==> src/rtl/spi_target.sv <==
// SPI responder: command/address/data deserialiser backed by a local word memory, with serial read-back.
// Build option SPI_TARGET_AUTOINC_EN: data words keep streaming at addr+4 while CS stays low.
module spi_target #(
  parameter int MEM_DEPTH    = 64,
  parameter int DUMMY_CYCLES = 34
) (
  input  logic        clk_i,
  input  logic        rst_i,
  input  logic        spi_sclk_i,
  input  logic        spi_sdi_i,
  input  logic        spi_cs_i,
  output logic        spi_sdo_o,
  output logic        spi_oe_o,
  output logic        wr_valid_o,
  output logic [31:0] wr_addr_o,
  output logic [31:0] wr_data_o,
  output logic        cmd_err_o,
  output logic [7:0]  txn_count_o
);
  localparam int IW = $clog2(MEM_DEPTH);
  localparam int CW = 16;
  localparam logic [CW-1:0] CNT_BYTE  = CW'(7);
  localparam logic [CW-1:0] CNT_WORD  = CW'(31);
  localparam logic [CW-1:0] CNT_DUMMY = CW'(DUMMY_CYCLES - 1);

  typedef enum logic [2:0] {
    S_IDLE, S_CMD, S_ADDR, S_DUMMY, S_WDATA, S_RDATA, S_IGNORE
  } state_t;

  state_t        r_state, w_state_next;
  logic [CW-1:0] r_cnt, w_cnt_next;
  logic          r_sclk_q;
  logic          w_rise;
  logic [31:0]   r_sh_in, w_sh_in_next;
  logic [31:0]   r_sh_out;
  logic [31:0]   r_addr;
  logic          r_mode_rd;
  logic [31:0]   r_mem [MEM_DEPTH];
  logic [IW-1:0] w_rd_idx;
  logic [31:0]   w_rd_word;
  logic          w_commit, w_load, w_shift, w_rd_done;
  logic          w_cmd_err, w_cmd_done, w_addr_done;
  logic          r_sdo, r_oe, r_wr_valid, r_cmd_err;
  logic [31:0]   r_wr_addr, r_wr_data;
  logic [7:0]    r_txn;

`ifdef SPI_TARGET_AUTOINC_EN
  logic [31:0] w_addr_inc;
  assign w_addr_inc = r_addr + 32'd4;
`endif

  assign w_rise       = spi_sclk_i & ~r_sclk_q;
  assign w_sh_in_next = {r_sh_in[30:0], spi_sdi_i};
  assign w_rd_word    = r_mem[w_rd_idx];

  // The counter holds "edges remaining minus one" for the current phase.
  always_comb begin
    w_state_next = r_state;
    w_cnt_next   = r_cnt;
    w_commit     = 1'b0;
    w_load       = 1'b0;
    w_shift      = 1'b0;
    w_rd_done    = 1'b0;
    w_cmd_err    = 1'b0;
    w_cmd_done   = 1'b0;
    w_addr_done  = 1'b0;
    w_rd_idx     = r_addr[IW+1:2];
    if (spi_cs_i) begin
      w_state_next = S_IDLE;
      w_cnt_next   = '0;
    end else begin
      case (r_state)
        S_IDLE: begin
          w_state_next = S_CMD;
          w_cnt_next   = CNT_BYTE;
        end
        S_CMD: if (w_rise) begin
          if (r_cnt == '0) begin
            w_cmd_done = 1'b1;
            w_cnt_next = CNT_WORD;
            if (w_sh_in_next[7:0] == 8'h02 || w_sh_in_next[7:0] == 8'h0B) begin
              w_state_next = S_ADDR;
            end else begin
              w_state_next = S_IGNORE;
              w_cmd_err    = 1'b1;
            end
          end else begin
            w_cnt_next = r_cnt - CW'(1);
          end
        end
        S_ADDR: if (w_rise) begin
          if (r_cnt == '0) begin
            w_addr_done = 1'b1;
            if (!r_mode_rd) begin
              w_state_next = S_WDATA;
              w_cnt_next   = CNT_WORD;
            end else if (DUMMY_CYCLES > 0) begin
              w_state_next = S_DUMMY;
              w_cnt_next   = CNT_DUMMY;
            end else begin
              w_state_next = S_RDATA;
              w_cnt_next   = CNT_WORD;
              w_load       = 1'b1;
              w_rd_idx     = w_sh_in_next[IW+1:2];
            end
          end else begin
            w_cnt_next = r_cnt - CW'(1);
          end
        end
        S_DUMMY: if (w_rise) begin
          if (r_cnt == '0) begin
            w_state_next = S_RDATA;
            w_cnt_next   = CNT_WORD;
            w_load       = 1'b1;
          end else begin
            w_cnt_next = r_cnt - CW'(1);
          end
        end
        S_WDATA: if (w_rise) begin
          if (r_cnt == '0) begin
            w_commit = 1'b1;
`ifdef SPI_TARGET_AUTOINC_EN
            w_cnt_next   = CNT_WORD;
`else
            w_state_next = S_CMD;
            w_cnt_next   = CNT_BYTE;
`endif
          end else begin
            w_cnt_next = r_cnt - CW'(1);
          end
        end
        S_RDATA: if (w_rise) begin
          if (r_cnt == '0) begin
            w_rd_done = 1'b1;
`ifdef SPI_TARGET_AUTOINC_EN
            w_load     = 1'b1;
            w_rd_idx   = w_addr_inc[IW+1:2];
            w_cnt_next = CNT_WORD;
`else
            w_state_next = S_CMD;
            w_cnt_next   = CNT_BYTE;
`endif
          end else begin
            w_shift    = 1'b1;
            w_cnt_next = r_cnt - CW'(1);
          end
        end
        S_IGNORE: ;
        default: w_state_next = S_IDLE;
      endcase
    end
  end

  always_ff @(posedge clk_i) begin
    if (rst_i) begin
      r_state <= S_IDLE;
      r_cnt   <= '0;
    end else begin
      r_state <= w_state_next;
      r_cnt   <= w_cnt_next;
    end
  end

  always_ff @(posedge clk_i) begin
    if (rst_i) begin
      r_sclk_q   <= 1'b0;
      r_sh_in    <= '0;
      r_sh_out   <= '0;
      r_addr     <= '0;
      r_mode_rd  <= 1'b0;
      r_sdo      <= 1'b0;
      r_oe       <= 1'b0;
      r_wr_valid <= 1'b0;
      r_cmd_err  <= 1'b0;
      r_wr_addr  <= '0;
      r_wr_data  <= '0;
      r_txn      <= '0;
    end else begin
      r_sclk_q   <= spi_sclk_i;
      r_wr_valid <= w_commit;
      r_cmd_err  <= w_cmd_err;
      if (!spi_cs_i && w_rise &&
          (r_state == S_CMD || r_state == S_ADDR || r_state == S_WDATA))
        r_sh_in <= w_sh_in_next;
      if (w_cmd_done)  r_mode_rd <= (w_sh_in_next[7:0] == 8'h0B);
      if (w_addr_done) r_addr    <= w_sh_in_next;
      if (w_commit) begin
        r_wr_addr <= r_addr;
        r_wr_data <= w_sh_in_next;
        r_txn     <= r_txn + 8'd1;
`ifdef SPI_TARGET_AUTOINC_EN
        r_addr    <= w_addr_inc;
`endif
      end
      if (w_rd_done) begin
        r_txn  <= r_txn + 8'd1;
`ifdef SPI_TARGET_AUTOINC_EN
        r_addr <= w_addr_inc;
`endif
      end
      // A burst reload asserts load and done together; load wins so OE stays high.
      if (spi_cs_i) begin
        r_sdo <= 1'b0;
        r_oe  <= 1'b0;
      end else if (w_load) begin
        r_sdo    <= w_rd_word[31];
        r_sh_out <= {w_rd_word[30:0], 1'b0};
        r_oe     <= 1'b1;
      end else if (w_shift) begin
        r_sdo    <= r_sh_out[31];
        r_sh_out <= {r_sh_out[30:0], 1'b0};
      end else if (w_rd_done) begin
        r_sdo <= 1'b0;
        r_oe  <= 1'b0;
      end
    end
  end

  always_ff @(posedge clk_i) begin
    if (w_commit) r_mem[r_addr[IW+1:2]] <= w_sh_in_next;
  end

  assign spi_sdo_o   = r_sdo;
  assign spi_oe_o    = r_oe;
  assign wr_valid_o  = r_wr_valid;
  assign wr_addr_o   = r_wr_addr;
  assign wr_data_o   = r_wr_data;
  assign cmd_err_o   = r_cmd_err;
  assign txn_count_o = r_txn;
endmodule

==> config.mk <==
export PLATFORM = sky130hd
export DESIGN_NAME = spi_target
export DESIGN_NICKNAME = d
export VERILOG_FILES = /design/src/rtl/spi_target.sv
export SDC_FILE = /design/constraint.sdc
export NUM_CORES = 2
export LEC_CHECK = 0
export ABC_AREA = 1
export CAP_MARGIN = 0
export CORE_ASPECT_RATIO = 1.1
export CORE_MARGIN = 2
export CORE_UTILIZATION = 35
export CTS_CLUSTER_SIZE = 30
export DETAILED_ROUTE_END_ITERATION = 10
export PLACE_DENSITY_LB_ADDON = 0.05
export SYNTH_ARGS = -nofsm -noshare
export SYNTH_HDL_FRONTEND = slang
export SYNTH_SLANG_ARGS = --single-unit
==> constraint.sdc <==
create_clock -name clk_i -period 7.9 [get_ports clk_i]
set_input_delay 0.79 -clock clk_i [delete_from_list [all_inputs] [get_ports clk_i]]
set_output_delay 0.79 -clock clk_i [all_outputs]
set_load 0.005 [all_outputs]
======== Word level (Yosys, flattened, before mapping) ========
Memory sizes are Yosys's and may differ from the RTL's. A register that Yosys moved wholly into a read port is not among the register bits.
Index checks and enable logic that the tools add are counted.
storage, ports and cells
  register bits after elaboration ......... 192
  RAM bits ................................ 2,048
  bits of input ports ..................... 5
  output and inout bits ................... 76
  word-level logic and storage cells ...... 112
  memories ................................ 1
memories
  name   depth  bits a word  read ports  clocked after Yosys merged registers in  wr ports  RTL line  text
  r_mem  64     32           1           1                                        1         38        logic [31:0] r_mem [MEM_DEPTH];
operators by class
  $add $sub $neg .......................... 2
  eq/ne operators ......................... 18
  mux-type cells .......................... 49
  bitwise logic cells ..................... 7
  reductions and logical operators ........ 21
operator list
  operator                                                                  count
  16-bit 2-to-1 mux                                                         6
  32-bit 2-to-1 mux                                                         2
  16-bit one-hot mux with 4 select lines                                    1
  3-bit 2-to-1 mux                                                          10
  1-bit 2-to-1 mux                                                          24
  6-bit 2-to-1 mux                                                          3
  3-bit one-hot mux with 6 select lines                                     1
  16-bit zero test                                                          1
  8-bit 2-to-1 mux                                                          2
  16-bit by 1-bit subtractor with 16-bit output (second input constant)     1
  2-bit inequality test (second input constant)                             7
  3-bit == test (second input constant)                                     3
  9-bit AND reduction                                                       1
  8-bit by 1-bit adder with 8-bit output (second input constant)            1
  8-bit by 2-bit == test with 1-bit output (second input constant)          1
  8-bit by 4-bit == test with 1-bit output (second input constant)          1
  3-bit by 2-bit == test with 1-bit output (second input constant)          2
  2-bit by 1-bit inequality test with 1-bit output (second input constant)  3
  1-bit inverter                                                            6
  2-bit nonzero test                                                        3
  2-bit OR reduction                                                        3
  5-bit OR reduction                                                        1
  2-bit AND reduction                                                       2
  4-bit AND reduction                                                       1
  other kinds (8)                                                           11

======== Longest topological paths before layout ========
  word-level depth ........................ 8
  gate-level depth with buffers ........... 14
  mapped depth without buffers ............ 12

======== Least setup slack after synthesis ========
Ideal clock, no wire load.
  path kind ............................... input-to-reg
  start ................................... input port spi_sclk_i
  end ..................................... memory r_mem[13][0], enable pin
  library setup time ...................... 0.421 ns
  arrival time ............................ 3.213 ns
  required time ........................... 7.479 ns
  setup slack ............................. 4.266 ns
  stages on the path ...................... 9
  buffers on the path ..................... 1
  cells stage by stage .................... inv_1 -> nor2_1 -> nand2_1 -> inv_1 -> nand4_2 -> buf_4 -> nor2_8 -> nand3_4 -> nor2_1
on the way
  word-level cells in the longest chain between the ends .. 6
RTL lines
  what                                    RTL line  text
  start: declaration                      9         input logic spi_sclk_i,
  1-bit bitwise AND                       52        assign w_rise = spi_sclk_i & ~r_sclk_q;
  1-bit 2-to-1 mux                        n/a
  1-bit 2-to-1 mux                        72        case (r_state)
  1-bit 2-to-1 mux                        68        if (spi_cs_i) begin
  1-bit 2-to-1 mux                        220       if (w_commit) r_mem[r_addr[IW+1:2]] <= w_sh_in_next;
  1-bit 2-to-1 mux (implied by the code)  220
  end: declaration                        38
Every way passes these cells.

======== Final worst setup path ========
  start ................................... register r_cnt[0]
  end ..................................... memory r_mem[22][4], enable pin
on the way
  word-level cells in the longest chain between the ends .. 7
RTL lines
  what                                    RTL line  text
  start: declaration                      31        logic [CW-1:0] r_cnt, w_cnt_next;
  start signal: assignment                160       r_cnt <= w_cnt_next;
  16-bit zero test                        120       if (r_cnt == '0) begin
  1-bit 2-to-1 mux                        120
  1-bit 2-to-1 mux                        n/a
  1-bit 2-to-1 mux                        72
  1-bit 2-to-1 mux                        68
  1-bit 2-to-1 mux                        220
  1-bit 2-to-1 mux (implied by the code)  220
Every way passes these cells.

==> flow_summary.yaml <==
worst_setup_path:
  crit_arrival_ps: 4680
  worst_r2r_path_depth: 9
  cp-start-kind: "flop"
  worst-path-buf-inv: 2
  path_delay_family: "simple AND/OR/NAND/NOR gates"
  setup.worst_path.start: "r_cnt[0]$_SDFFE_PP0P_"
  cpMostUsedCell: "nand2_1"
  crit_cells: 9
  path_cells: "inv_1 > ha_1 > nand2_1 > nor3_4 > nand4_4 > nor2_2 > nand2_1 > buf_4 > nor2_4"
  critPathSlowestCell: "nor2_4"
  reg2reg_from: "r_cnt[0]$_SDFFE_PP0P_"
  cp-end-kind: "flop"
  cpPeakStageDelay_ps: 870
  worstSetupPathType: "reg -> reg"
  cp_max_fo: 38
  crit_required_ps: 8390
floorplan:
  io_pins: 81
  core-area_mm2: 0.254
  die_y_um: 534
  initial_utilization: 0.351
  fp.dieW_um: 485
  die_area_mm2: 0.259
  row_count: 194
route:
  first_pass_iters: 8
  drt_iter0_markers: 5391
  drc: 0
  ant_nets: 0
  routed_wl_um: 289000
  wl_per_cell_um: 25.9
  viasPerCell: 5.20
  vias: 58000
placement:
  place_area_mm2: 0.0940
  place_congestion: 0.827
  dp.final_hpwl_um: 157000
  port_buffers: 80
finish:
  seqCellArea_mm2: 0.0655
  stdcell_area_mm2: 0.101
  fillers: 24300
  multi_input_area_mm2: 0.0215
  nets: 7624
  areaGrowthSynthToFinish_pct: 13.5
  drive_above_1_share: 0.0731
timing:
  slew_headroom: 0.152
  fmax_ghz: 0.238
  fin_crit_sh: 0.531
  maxSlewViolCount: 0
  post-route-min-period_ps: 4190
  hold_viol_final: 0
  whs_ps: 441
  fin_skew_ps: 57.2
  tightest_slew_ps: 1270
  rsz0062_at_grt: "false"
  finalSetupViolCount: 0
  setup_tns_ps: 0
yosys:
  synth_edf_count: 2048
  syn_avg_cell_area_um2: 11.7
  synth.distinct_cells: 35
  postSynthCellCount: 7653
  synth_seq_cells: 2245
  yosysSeqAreaShare: 0.733
  netlist_area_mm2: 0.0892
  ys_warn_count: 0
  async_reset_ff_frac: 0
  syn-num-nets: 7660
  yosys_most_used_dff: "edfxtp_1"
clock_tree:
  clock_latency_ps: 930
  ctsLongestPathBuffers: 4
  hold_buffers: 0
  cts_resized: 0
  cts_sinks: 2245
  cts-root-buf: "clkbuf_16"
  path_clk_slew_ps: 60
  htree_levels: 4
  postCtsSetupRepairBufs: 0
  numCtsBuffers: 247
  cts_tree: "done"
status:
  status: "finished, final reports clean"
pwr:
  power_mw: 24.4
  pwr_density_cell_mw_per_mm2: 241
  leakage_nw: 34.2
  peakVddDrop_mv: 0.199
grt:
  gr-total-overflow: 0
  antenna_found_initial: 19
  grt_use_total: 0.218
  grt_pass1_vias: 54500
  grt_pass1_wl_um: 410000
  grt_max_degree: 169
worst_hold_path:
  holdCritStartpoint: "r_addr[22]$_SDFFE_PP0P_"
  holdPathStages: 2
  hp-class: "reg -> reg"
run:
  maxCapViolations: 0
path summary, 6_finish.rpt:
check | slack (ps) | to
setup / recovery | 3710 | r_mem[22][4]$_DFFE_PP_
hold / removal | 440 | r_addr[22]$_SDFFE_PP0P_
setup reg to reg | 3710 | r_mem[22][4]$_DFFE_PP_
hold reg to reg | 440 | r_addr[22]$_SDFFE_PP0P_
state kept, by name, indices dropped and copies added (netlist names), named ones only:
name / cells
cmd_err_o: 1
r_state: 3
r_sh_out: 31
r_mem: 2048
r_mode_rd: 1
r_addr: 32
r_cnt: 16
wr_data_o: 32
spi_oe_o: 1
r_sh_in: 31
wr_valid_o: 1
r_sclk_q: 1
wr_addr_o: 32
spi_sdo_o: 1
txn_count_o: 8
synthesized netlist by cell type, drive strengths merged (2+ instances only):
master / instances / area [um^2]
nand2: 2154 / 8100
xnor2: 5 / 43.8
dfxtp: 197 / 3940
o211ai: 34 / 255
nor3b: 2 / 15.0
and3: 2 / 12.5
clkinv: 3 / 11.3
clkbuf: 266 / 998
xor2: 6 / 52.6
nand4: 7 / 56.3
inv: 184 / 691
buf: 235 / 1080
a21oi: 160 / 801
nand3: 2037 / 10200
nor3: 9 / 67.6
o21ai: 140 / 701
nor2: 157 / 616
edfxtp: 2048 / 61500
ha: 2 / 25.0
power breakdown:
group	leakage [nW]	switching, mW	internal [mW]
combinational	11.7	0.462	0.107
sequential	18.9	0.0807	13.0
clock	3.57	4.75	6.00
layer usage:
| layer | up-vias | track usage | wire length [um] |
|---|---|---|---|
| met5 | - | 0 | 0 |
| met4 | 0 | 0.0694 | 9050 |
| met3 | 380 | 0.0275 | 15400 |
| met2 | 1564 | 0.351 | 136000 |
| met1 | 29000 | 0.305 | 129000 |
| li1 | 27100 | - | - |
area by class of cell:
cell class | instances | share of cell area
Sequential cell | 2245 | 0.647
Multi-Input combinational cell | 4720 | 0.212
Clock buffer | 331 | 0.0648
Tap cell | 3332 | 0.0412
Timing Repair Buffer | 216 | 0.0204
Clock inverter | 109 | 0.00729
Inverter | 187 | 0.00721
Antenna cell | 7 | 0.000173
worst min-delay path, stage by stage, from the launching register on:
cell and delay [ps]:
dfxtp_1 300, inv_1 40, a21oi_1 50
kinds of logic (layout without fill, tap and decap cells):
group,count (synthesis),count (layout),synth area share
and+or+nand+nor,4371,4371,0.214
DFF,2245,2245,0.733
buffers and inverters,688,843,0.0312
AOI/OAI and AO/OA,336,336,0.0198
xor gates and xnor gates,11,11,0.00108
adders and majority gates,2,2,0.000280
other,0,7,0
layout by cell type (no fill, tap or decap), types with 65 or more instances in the layout:
master,Yosys,final
inv_1,179,177
edfxtp_1,2048,2048
a21oi_1,160,160
nand2_1,2150,2150
clkbuf_16,0,247
o21ai_0,129,129
clkbuf_1,266,77
nand3_1,2033,2033
nor2_4,1,65
dfxtp_1,197,160
clkdlybuf4s50_1,0,78
nor2_1,154,90
buf_4,3,117
through the flow:
step	util	worst slack, ps	std cells
floorplan	-	4270	7653
global placement	0.370	2780	10700
detailed placement	0.370	2800	10700
CTS	0.399	3640	11100
global route	0.399	3400	11100
finish	0.399	3710	11100
Power figures use the tool's default switching activity.
